File: src/rtl/dbg_pkg.sv
// Shared definitions for the capture readout path.
//   rd_state_t   : readout FSM state encoding
//   RD_BUF_DEPTH : entries in the readout output buffer
//   RD_OCC_W     : width of the buffer occupancy count
package dbg_pkg;

  typedef enum logic [1:0] {
    IDLE  = 2'd0,
    READ  = 2'd1,
    DRAIN = 2'd2,
    DONE  = 2'd3
  } rd_state_t;

  localparam int unsigned RD_BUF_DEPTH = 2;
  localparam int unsigned RD_OCC_W     = 2;

endpackage

File: src/rtl/rd_addr_ctrl_if.sv
// RAM read port plus output stream of the readout stage.
//   ram_rd_en/ram_rd_addr : read strobe and address towards the capture RAM
//   ram_rd_data           : RAM data, one cycle after the strobe
//   rd_data/rd_data_vld/rd_data_rdy/rd_last : valid/ready word stream
// master = readout controller, slave = RAM + stream consumer.
interface rd_addr_ctrl_if #(
  parameter int unsigned DATA_WIDTH = 32,
  parameter int unsigned ADDR_WIDTH = 14
);

  logic                  ram_rd_en;
  logic [ADDR_WIDTH-1:0] ram_rd_addr;
  logic [DATA_WIDTH-1:0] ram_rd_data;
  logic [DATA_WIDTH-1:0] rd_data;
  logic                  rd_data_vld;
  logic                  rd_data_rdy;
  logic                  rd_last;

  modport master (
    output ram_rd_en,
    output ram_rd_addr,
    input  ram_rd_data,
    output rd_data,
    output rd_data_vld,
    input  rd_data_rdy,
    output rd_last
  );

  modport slave (
    input  ram_rd_en,
    input  ram_rd_addr,
    output ram_rd_data,
    input  rd_data,
    input  rd_data_vld,
    output rd_data_rdy,
    input  rd_last
  );

endinterface

File: src/rtl/rd_skid_buf.sv
// Two-entry valid/ready buffer with registered head.
//   clk, rst_n          : clock, async active-low reset
//   flush               : drop all stored entries (and the incoming one)
//   in_vld, in_data     : push side; the caller guarantees a free slot
//   out_vld, out_data   : head entry, held stable until out_rdy
//   out_rdy             : consumer accepts the head entry
//   occupancy           : number of stored entries (0..2)
module rd_skid_buf
  import dbg_pkg::*;
#(
  parameter int unsigned DATA_WIDTH = 32
) (
  input  logic                  clk,
  input  logic                  rst_n,
  input  logic                  flush,
  input  logic                  in_vld,
  input  logic [DATA_WIDTH-1:0] in_data,
  output logic                  out_vld,
  output logic [DATA_WIDTH-1:0] out_data,
  input  logic                  out_rdy,
  output logic [RD_OCC_W-1:0]   occupancy
);

  logic                  head_vld_q, head_vld_d;
  logic                  tail_vld_q, tail_vld_d;
  logic [DATA_WIDTH-1:0] head_q, head_d;
  logic [DATA_WIDTH-1:0] tail_q, tail_d;

  // Pop first (tail moves to head), then place the push in the first free slot.
  always_comb begin
    head_vld_d = head_vld_q;
    tail_vld_d = tail_vld_q;
    head_d     = head_q;
    tail_d     = tail_q;
    if (flush) begin
      head_vld_d = 1'b0;
      tail_vld_d = 1'b0;
    end else begin
      if (out_rdy && head_vld_q) begin
        head_vld_d = tail_vld_q;
        head_d     = tail_q;
        tail_vld_d = 1'b0;
      end
      if (in_vld) begin
        if (!head_vld_d) begin
          head_vld_d = 1'b1;
          head_d     = in_data;
        end else begin
          tail_vld_d = 1'b1;
          tail_d     = in_data;
        end
      end
    end
  end

  // Storage registers.
  always_ff @(posedge clk or negedge rst_n) begin
    if (!rst_n) begin
      head_vld_q <= 1'b0;
      tail_vld_q <= 1'b0;
      head_q     <= '0;
      tail_q     <= '0;
    end else begin
      head_vld_q <= head_vld_d;
      tail_vld_q <= tail_vld_d;
      head_q     <= head_d;
      tail_q     <= tail_d;
    end
  end

  assign out_vld   = head_vld_q;
  assign out_data  = head_q;
  assign occupancy = RD_OCC_W'(head_vld_q) + RD_OCC_W'(tail_vld_q);

endmodule

File: src/rtl/rd_addr_ctrl.sv
// Capture RAM readout controller: after a completed capture, reads the RAM
// in chronological order (start .. max, wrapping to 0) and streams the words.
//   clk, rst_n        : clock, async active-low reset
//   rd_start          : readout request, honoured only in IDLE with tri_done=1
//   rd_abort          : terminate readout, flush buffered and in-flight data
//   tri_done          : capture complete flag from the write controller
//   read_start_addr   : oldest sample address (latched at start)
//   capture_max_addr  : last RAM address in use (latched at start)
//   bus               : RAM read port and output stream (master side)
//   tri_done_rd       : one-cycle pulse when a readout completes normally
//   rd_busy           : readout in progress
module rd_addr_ctrl
  import dbg_pkg::*;
#(
  parameter int unsigned DATA_WIDTH = 32,
  parameter int unsigned ADDR_WIDTH = 14,
  parameter int unsigned RD_LATENCY = 1
) (
  input  logic                  clk,
  input  logic                  rst_n,
  input  logic                  rd_start,
  input  logic                  rd_abort,
  input  logic                  tri_done,
  input  logic [ADDR_WIDTH-1:0] read_start_addr,
  input  logic [ADDR_WIDTH-1:0] capture_max_addr,
  rd_addr_ctrl_if.master        bus,
  output logic                  tri_done_rd,
  output logic                  rd_busy
);

  localparam int unsigned CNT_W  = ADDR_WIDTH + 1;
  localparam int unsigned INF_W  = $clog2(RD_LATENCY + 1);
  localparam int unsigned USED_W = INF_W + RD_OCC_W;

  rd_state_t               state_q, state_d;
  logic [ADDR_WIDTH-1:0]   addr_q, max_q;
  logic [CNT_W-1:0]        total_q, issued_q, delivered_q;
  logic [RD_LATENCY-1:0]   inflight_q;
  logic [INF_W-1:0]        inflight_cnt;
  logic [USED_W-1:0]       used_c;
  logic [RD_OCC_W-1:0]     occ;
  logic                    buf_vld;
  logic [DATA_WIDTH-1:0]   buf_data;
  logic                    pop_c, issue_c, accept_c;

  // Reads still travelling through the RAM pipeline.
  always_comb begin
    inflight_cnt = '0;
    for (int i = 0; i < int'(RD_LATENCY); i++) begin
      inflight_cnt = inflight_cnt + INF_W'(inflight_q[i]);
    end
  end

  // Slots already claimed in the buffer; a slot vacated by this cycle's pop
  // counts as free, which is what allows one word per cycle.
  assign pop_c  = buf_vld & bus.rd_data_rdy;
  assign used_c = USED_W'(occ) - USED_W'(pop_c) + USED_W'(inflight_cnt);

  // FSM next state and read issue.
  always_comb begin
    state_d  = state_q;
    accept_c = 1'b0;
    issue_c  = 1'b0;
    if (rd_abort) begin
      state_d = IDLE;
    end else begin
      unique case (state_q)
        IDLE: begin
          if (rd_start && tri_done) begin
            accept_c = 1'b1;
            state_d  = READ;
          end
        end
        READ: begin
          if (issued_q < total_q) begin
            issue_c = (used_c < USED_W'(RD_BUF_DEPTH));
          end else begin
            state_d = DRAIN;
          end
        end
        DRAIN: begin
          if (delivered_q == total_q) state_d = DONE;
        end
        DONE: state_d = IDLE;
        default: state_d = IDLE;
      endcase
    end
  end

  // FSM state register.
  always_ff @(posedge clk or negedge rst_n) begin
    if (!rst_n) state_q <= IDLE;
    else        state_q <= state_d;
  end

  // Address generator and transfer counters; config is latched at accept.
  always_ff @(posedge clk or negedge rst_n) begin
    if (!rst_n) begin
      addr_q      <= '0;
      max_q       <= '0;
      total_q     <= '0;
      issued_q    <= '0;
      delivered_q <= '0;
    end else if (accept_c) begin
      addr_q      <= (read_start_addr > capture_max_addr) ? '0 : read_start_addr;
      max_q       <= capture_max_addr;
      total_q     <= CNT_W'(capture_max_addr) + CNT_W'(1);
      issued_q    <= '0;
      delivered_q <= '0;
    end else if (rd_abort) begin
      issued_q    <= '0;
      delivered_q <= '0;
    end else begin
      if (issue_c) begin
        issued_q <= issued_q + CNT_W'(1);
        addr_q   <= (addr_q == max_q) ? '0 : addr_q + ADDR_WIDTH'(1);
      end
      if (pop_c) delivered_q <= delivered_q + CNT_W'(1);
    end
  end

  // Read-latency pipeline; the oldest bit marks RAM data arriving this cycle.
  always_ff @(posedge clk or negedge rst_n) begin
    if (!rst_n)        inflight_q <= '0;
    else if (rd_abort) inflight_q <= '0;
    else               inflight_q <= RD_LATENCY'({inflight_q, issue_c});
  end

  rd_skid_buf #(
    .DATA_WIDTH (DATA_WIDTH)
  ) u_buf (
    .clk       (clk),
    .rst_n     (rst_n),
    .flush     (rd_abort),
    .in_vld    (inflight_q[RD_LATENCY-1]),
    .in_data   (bus.ram_rd_data),
    .out_vld   (buf_vld),
    .out_data  (buf_data),
    .out_rdy   (bus.rd_data_rdy),
    .occupancy (occ)
  );

  assign bus.ram_rd_en   = issue_c;
  assign bus.ram_rd_addr = addr_q;
  assign bus.rd_data     = buf_data;
  assign bus.rd_data_vld = buf_vld;
  assign bus.rd_last     = buf_vld && (delivered_q == total_q - CNT_W'(1));
  assign tri_done_rd     = (state_q == DONE);
  assign rd_busy         = (state_q != IDLE);

endmodule

File: src/flat_wrapper.sv
// flat-port wrapper written by rule: the top's interface ports become plain ports
module rd_addr_ctrl_flat import dbg_pkg::*;
#(
  parameter int unsigned DATA_WIDTH = 32,
  parameter int unsigned ADDR_WIDTH = 14,
  parameter int unsigned RD_LATENCY = 1
)
  (clk, rst_n, rd_start, rd_abort, tri_done, read_start_addr, capture_max_addr, tri_done_rd, rd_busy, bus_ram_rd_en, bus_ram_rd_addr, bus_ram_rd_data, bus_rd_data, bus_rd_data_vld, bus_rd_data_rdy, bus_rd_last);
  rd_addr_ctrl_if #(.DATA_WIDTH(DATA_WIDTH), .ADDR_WIDTH(ADDR_WIDTH)) bus_i ();
  input  logic clk;
  input  logic rst_n;
  input  logic rd_start;
  input  logic rd_abort;
  input  logic tri_done;
  input  logic [ADDR_WIDTH-1:0] read_start_addr;
  input  logic [ADDR_WIDTH-1:0] capture_max_addr;
  output logic tri_done_rd;
  output logic rd_busy;
  output wire logic [$bits(bus_i.ram_rd_en)-1:0] bus_ram_rd_en;
  output wire logic [$bits(bus_i.ram_rd_addr)-1:0] bus_ram_rd_addr;
  input wire logic [$bits(bus_i.ram_rd_data)-1:0] bus_ram_rd_data;
  output wire logic [$bits(bus_i.rd_data)-1:0] bus_rd_data;
  output wire logic [$bits(bus_i.rd_data_vld)-1:0] bus_rd_data_vld;
  input wire logic [$bits(bus_i.rd_data_rdy)-1:0] bus_rd_data_rdy;
  output wire logic [$bits(bus_i.rd_last)-1:0] bus_rd_last;
  assign bus_ram_rd_en = bus_i.ram_rd_en;
  assign bus_ram_rd_addr = bus_i.ram_rd_addr;
  assign bus_i.ram_rd_data = bus_ram_rd_data;
  assign bus_rd_data = bus_i.rd_data;
  assign bus_rd_data_vld = bus_i.rd_data_vld;
  assign bus_i.rd_data_rdy = bus_rd_data_rdy;
  assign bus_rd_last = bus_i.rd_last;
  rd_addr_ctrl #(.DATA_WIDTH(DATA_WIDTH), .ADDR_WIDTH(ADDR_WIDTH), .RD_LATENCY(RD_LATENCY)) u_core (.clk(clk), .rst_n(rst_n), .rd_start(rd_start), .rd_abort(rd_abort), .tri_done(tri_done), .read_start_addr(read_start_addr), .capture_max_addr(capture_max_addr), .bus(bus_i), .tri_done_rd(tri_done_rd), .rd_busy(rd_busy));
endmodule
File: config.mk
export PLATFORM = sky130hd
export DESIGN_NAME = rd_addr_ctrl_flat
export DESIGN_NICKNAME = d
export VERILOG_FILES = /design/src/rtl/dbg_pkg.sv /design/src/rtl/rd_addr_ctrl_if.sv /design/src/rtl/rd_skid_buf.sv /design/src/rtl/rd_addr_ctrl.sv /design/src/flat_wrapper.sv
export SDC_FILE = /design/constraint.sdc
export NUM_CORES = 1
export LEC_CHECK = 0
export BUFFER_PORTS_ARGS = -buffer_cell sky130_fd_sc_hd__buf_2
export CELL_PAD_IN_SITES_DETAIL_PLACEMENT = 0
export CELL_PAD_IN_SITES_GLOBAL_PLACEMENT = 1
export CORE_UTILIZATION = 40
export CTS_CLUSTER_DIAMETER = 80
export DETAILED_ROUTE_END_ITERATION = 7
export GPL_TIMING_DRIVEN = 0
export PLACE_DENSITY = 0.87
export SETUP_SLACK_MARGIN = 0.5
export SLEW_MARGIN = 20
export SYNTH_ARGS = -nofsm -noshare
export SYNTH_HDL_FRONTEND = slang
export SYNTH_SLANG_ARGS = --single-unit
File: constraint.sdc
create_clock -name clk -period 2.5 [get_ports clk]
set_input_delay 0.25 -clock clk [delete_from_list [all_inputs] [get_ports clk]]
set_output_delay 0.25 -clock clk [all_outputs]
set_load 0.1 [all_outputs]
==> summary.md <==
| Metric | Value |
|---|---|
| Status | finished with violations |
| Failing checks | setup timing |
| Measured slew at the worst slew-check pin | 0.875 ns |
| Detailed Route WL | between 20000 and 25000 um |
| Yosys top cell area share | 44.2% |
| Relative slew slack | between 40% and 50% |
| Latest clock arrival within the worst-skew pair | about 0.44 ns |
| Crit Path Class | register to output port |
| CTS tree | built |
| IO Port Bufs | ~120 |
| CTS clk-pin slew, worst paths | about 0.07 ns |
| Synth Net Count | roughly 960 |
| Initial antenna violation count | 0 |
| Post-route DRC | 0 |
| Number of global-route vias before repair | around 6900 |
| Critical Path Stages | 9 |
| Seq/Total Area, Yosys | between 40% and 50% |
| Async set-reset flop share out of synthesis | 100% |
| CTS buffer count | 17 |
| Reg-to-reg endpoint | u_core.issued_q[5] |
| Final Hold Viols | 0 |
| Largest family of logic cells by synthesized area | simple AND/OR/NAND/NOR gates |
| Final net count | ~1100 |
| XOR/XNOR Fraction of Synth Area | 6.76% |
| PD cells | ~1200 nW/um2 |
| Tcrit/Tclk final | 115% |
| Die X | 144 um |
| Max IR drop VDD | 0.000803 V |
| Layout cells sized above 1 | between 30 and 40% |
| Synth Area per Inst | approximately 9.4 um2 |
| R2R Path Start | u_core.u_buf.out_vld |
| DR WL/cell | about 18 um |
| Post-Layout Cell Count | ~1300 |
| Placement Setup Slack | -0.427 ns |
| Unique masters post-synth | 64 |
| CTS HTree Levels | 4 |
| Critical Path AT | 2.62 ns |
| Final number of setup-violating endpoints | 29 |
| Max-cap violations | 0 |
| Final RePlAce weighted congestion | a little under 0.9 |
| CP cell instances | inv_2, ha_4, xnor2_2, a21oi_1, o2111ai_1, nor4_2, nand4b_1, a211oi_4, buf_12 |
| Hpwl dp | 15500 um |
| Family with the most delay on the worst path | compound AO/OA/AOI/OAI gates |
| Rows | 51 |
| Cell with the most instances after synthesis | dfrtp_1 |
| Slew Limit Fails | 0 |
| Largest stage delay, worst path | around 0.45 ns |
| Top cells by area, synth | dfrtp_1 (44%), ha_1 (6.4%), nand2_1 (5.4%) |
| Avg Vias per Cell | around 5.5 |
| Die height | 144 um |
| Setup crit end kind | output port |
| Setup crit end | bus_rd_last |
| Synth cell count leaders | dfrtp_1 (142), nand2_1 (115), o21ai_0 (78), inv_1 (47), ha_1 (41) |
| Number of detailed-route iterations in the first pass | 6 |
| Hold slack | just over 0.06 ns |
| Crit path max fanout | 4 |
| GR Util All Layers | 22.6% |
| Multiplexer share of the synthesized area | around 5.2% |
| CP required | about 2.3 ns |
| P_leak | a little under 5 nW |
| N_diodes | 0 |
| FMAX | between 300 and 400 MHz |
| Depth of the worst register-to-register path | 14 |
| Mapped Area | approximately 8000 um2 |
| Synth Flop Type | dfrtp_1 |
| Crit path launch | u_core.total_q[0] |
| Unrepaired setup endpoints after global routing | true |
| Full die area | 20700 um2 |
| Post-synth top area cell | dfrtp_1 |
| Setup ws final | -0.375 ns |
| Root Buffer | clkbuf_16 |
| Worst path bufs/invs | 2 |
| Placed cells | 1232 |
| Core Area | around 20000 um2 |
| Flop2flop setup slack | -0.24 ns |
| Clock skew | between 0.01 and 0.015 ns |
| Largest net degree at the start of global routing | 73 |
| Vias | 7112 |
| Simple-gate portion of the synthesized area | 17.0% |
| #FFs+latches synth | approximately 140 |
| Post-DP Area | a little over 9000 um2 |
| Mapped Cells | around 850 |
| Final instance area | ~11000 um2 |
| Synth Area in Compound Gates | about 16% |
| Fin crit period | approximately 2.9 ns |
| Crit path max-delay cell type | dfrtp_2 |
| First-pass GRT wire length | approximately 36000 um |
| Min-delay worst type | input port to register |
| Area Overhead vs Synth | 31.9% |
| CP startpoint kind | register |
| Post-Synth Adder-Cell Area | 6.38% |
| Max clock buf depth | 2 |
| ANT nets after route | 0 |
| Ys Warns | 0 |
| Total congestion overflow | 0 |
| Fill cells | roughly 1700 |
| Num ports | between 100 and 150 |
| Starting DRC count in detailed routing | between 600 and 700 |
| Starting Density | 41.0% |
| Post-synth EDFFs | 0 |
| CTS Sinks | between 100 and 150 |
## routing by layer
metal	GRT usage, %	up-vias	part of all wire [%]
met5	0	-	0
met4	8.06	0	1.9
met3	5.26	37	6.2
met2	35.4	245	47
met1	30.6	3450	45
li1	-	3380	-
## placed cells by master (no fill, tap or decap), types with 5 or more instances in the layout
| master | netlist | routed |
|---|---|---|
| a21oi_1 | 32 | 27 |
| a22oi_1 | 33 | 33 |
| a31oi_1 | 5 | 5 |
| and3_1 | 14 | 13 |
| and4_1 | 6 | 6 |
| buf_2 | 5 | 116 |
| buf_4 | 0 | 21 |
| buf_6 | 2 | 17 |
| clkbuf_1 | 37 | 15 |
| clkbuf_16 | 0 | 19 |
| clkbuf_2 | 0 | 9 |
| clkbuf_4 | 0 | 8 |
| dfrtp_1 | 142 | 131 |
| dfrtp_2 | 0 | 10 |
| ha_1 | 41 | 35 |
| ha_4 | 0 | 6 |
| inv_1 | 47 | 39 |
| inv_2 | 0 | 6 |
| inv_8 | 0 | 10 |
| mux2_2 | 32 | 32 |
| mux2i_1 | 6 | 6 |
| nand2_1 | 115 | 111 |
| nand2b_1 | 7 | 7 |
| nand3_1 | 18 | 14 |
| nand3_2 | 1 | 5 |
| nand4_1 | 15 | 15 |
| nor2_1 | 39 | 32 |
| nor2_4 | 0 | 5 |
| nor3_1 | 16 | 9 |
| o211ai_1 | 17 | 17 |
| o21ai_0 | 78 | 70 |
| o21ai_1 | 5 | 8 |
| o21ai_2 | 2 | 5 |
| or3_1 | 8 | 8 |
| xnor2_1 | 39 | 35 |
| xor2_1 | 23 | 22 |
## how the worst min path moves through the flow
stage	startpoint	to	slack (ns)	depth (start not counted)
after floorplan	rst_n	u_core.bus.ram_rd_addr[0]	-0.05	0
after global placement	u_core.u_buf.out_data[0]	u_core.u_buf.out_data[0]	0.46	2
after detailed placement	rst_n	u_core.bus.ram_rd_addr[11]	0.26	1
after CTS	bus_ram_rd_data[29]	u_core.u_buf.tail_q[29]	0.04	2
after global routing	bus_ram_rd_data[29]	u_core.u_buf.tail_q[29]	0.05	2
final	bus_ram_rd_data[11]	u_core.u_buf.tail_q[11]	0.06	2
## power by group
part | total [mW] | internal, mW | switching, mW
logic | 6.22 | 1.83 | 4.38
clock network | 2.56 | 1.35 | 1.21
registers | 3.53 | 2.94 | 0.586
## layout make-up
cell class | count | area, um2 | area share (%)
clock buffers | 17 | 425 | 4.01
clock inverters | 15 | 161 | 1.52
flip-flops and latches | 142 | 3570 | 33.7
inverters | 48 | 190 | 1.79
well taps | 265 | 332 | 3.13
repair buffers | 155 | 1030 | 9.71
plain buffers | 44 | 302 | 2.84
multi-input cells | 617 | 4590 | 43.3
## repair_timing
item                                    CTS  global route
endpoints found under the setup margin  125           123
hold endpoints to repair                 70             0
cloned                                    2             3
buffers inserted                         26             7
hold buffers                              1             0
pin swaps                                24            33
gates resized for setup                 101            73
## through the flow
step / power [mW] / setup TNS (ns) / utilization, %
after floorplan: 7.64 / -3.60 / -
after global placement: 8.70 / -141.97 / 46.3
after detailed placement: 8.79 / -5.19 / 46.5
after CTS: 11.9 / -2.65 / 52.3
after global routing: 12.9 / -7.17 / 54.1
final: 12.3 / -4.11 / 54.1
## kinds of logic after synthesis
group / Yosys count
adder cells (fa/ha/maj): 41
AO/OA/AOI/OAI: 203
buffers and inverters: 92
flip-flops: 142
XOR/XNOR: 62
AND/OR/NAND/NOR: 273
multiplexers: 38
## registers in the layout (all words and copies together) (netlist names)
signal                   cells
u_core.bus.ram_rd_addr      14
u_core.delivered_q          15
u_core.inflight_q            1
u_core.issued_q             15
u_core.max_q                14
u_core.state_q               2
u_core.total_q              15
u_core.u_buf.out_data       32
u_core.u_buf.out_vld         1
u_core.u_buf.tail_q         32
u_core.u_buf.tail_vld_q      1
Note: power is estimated with default switching activity, not from simulation.
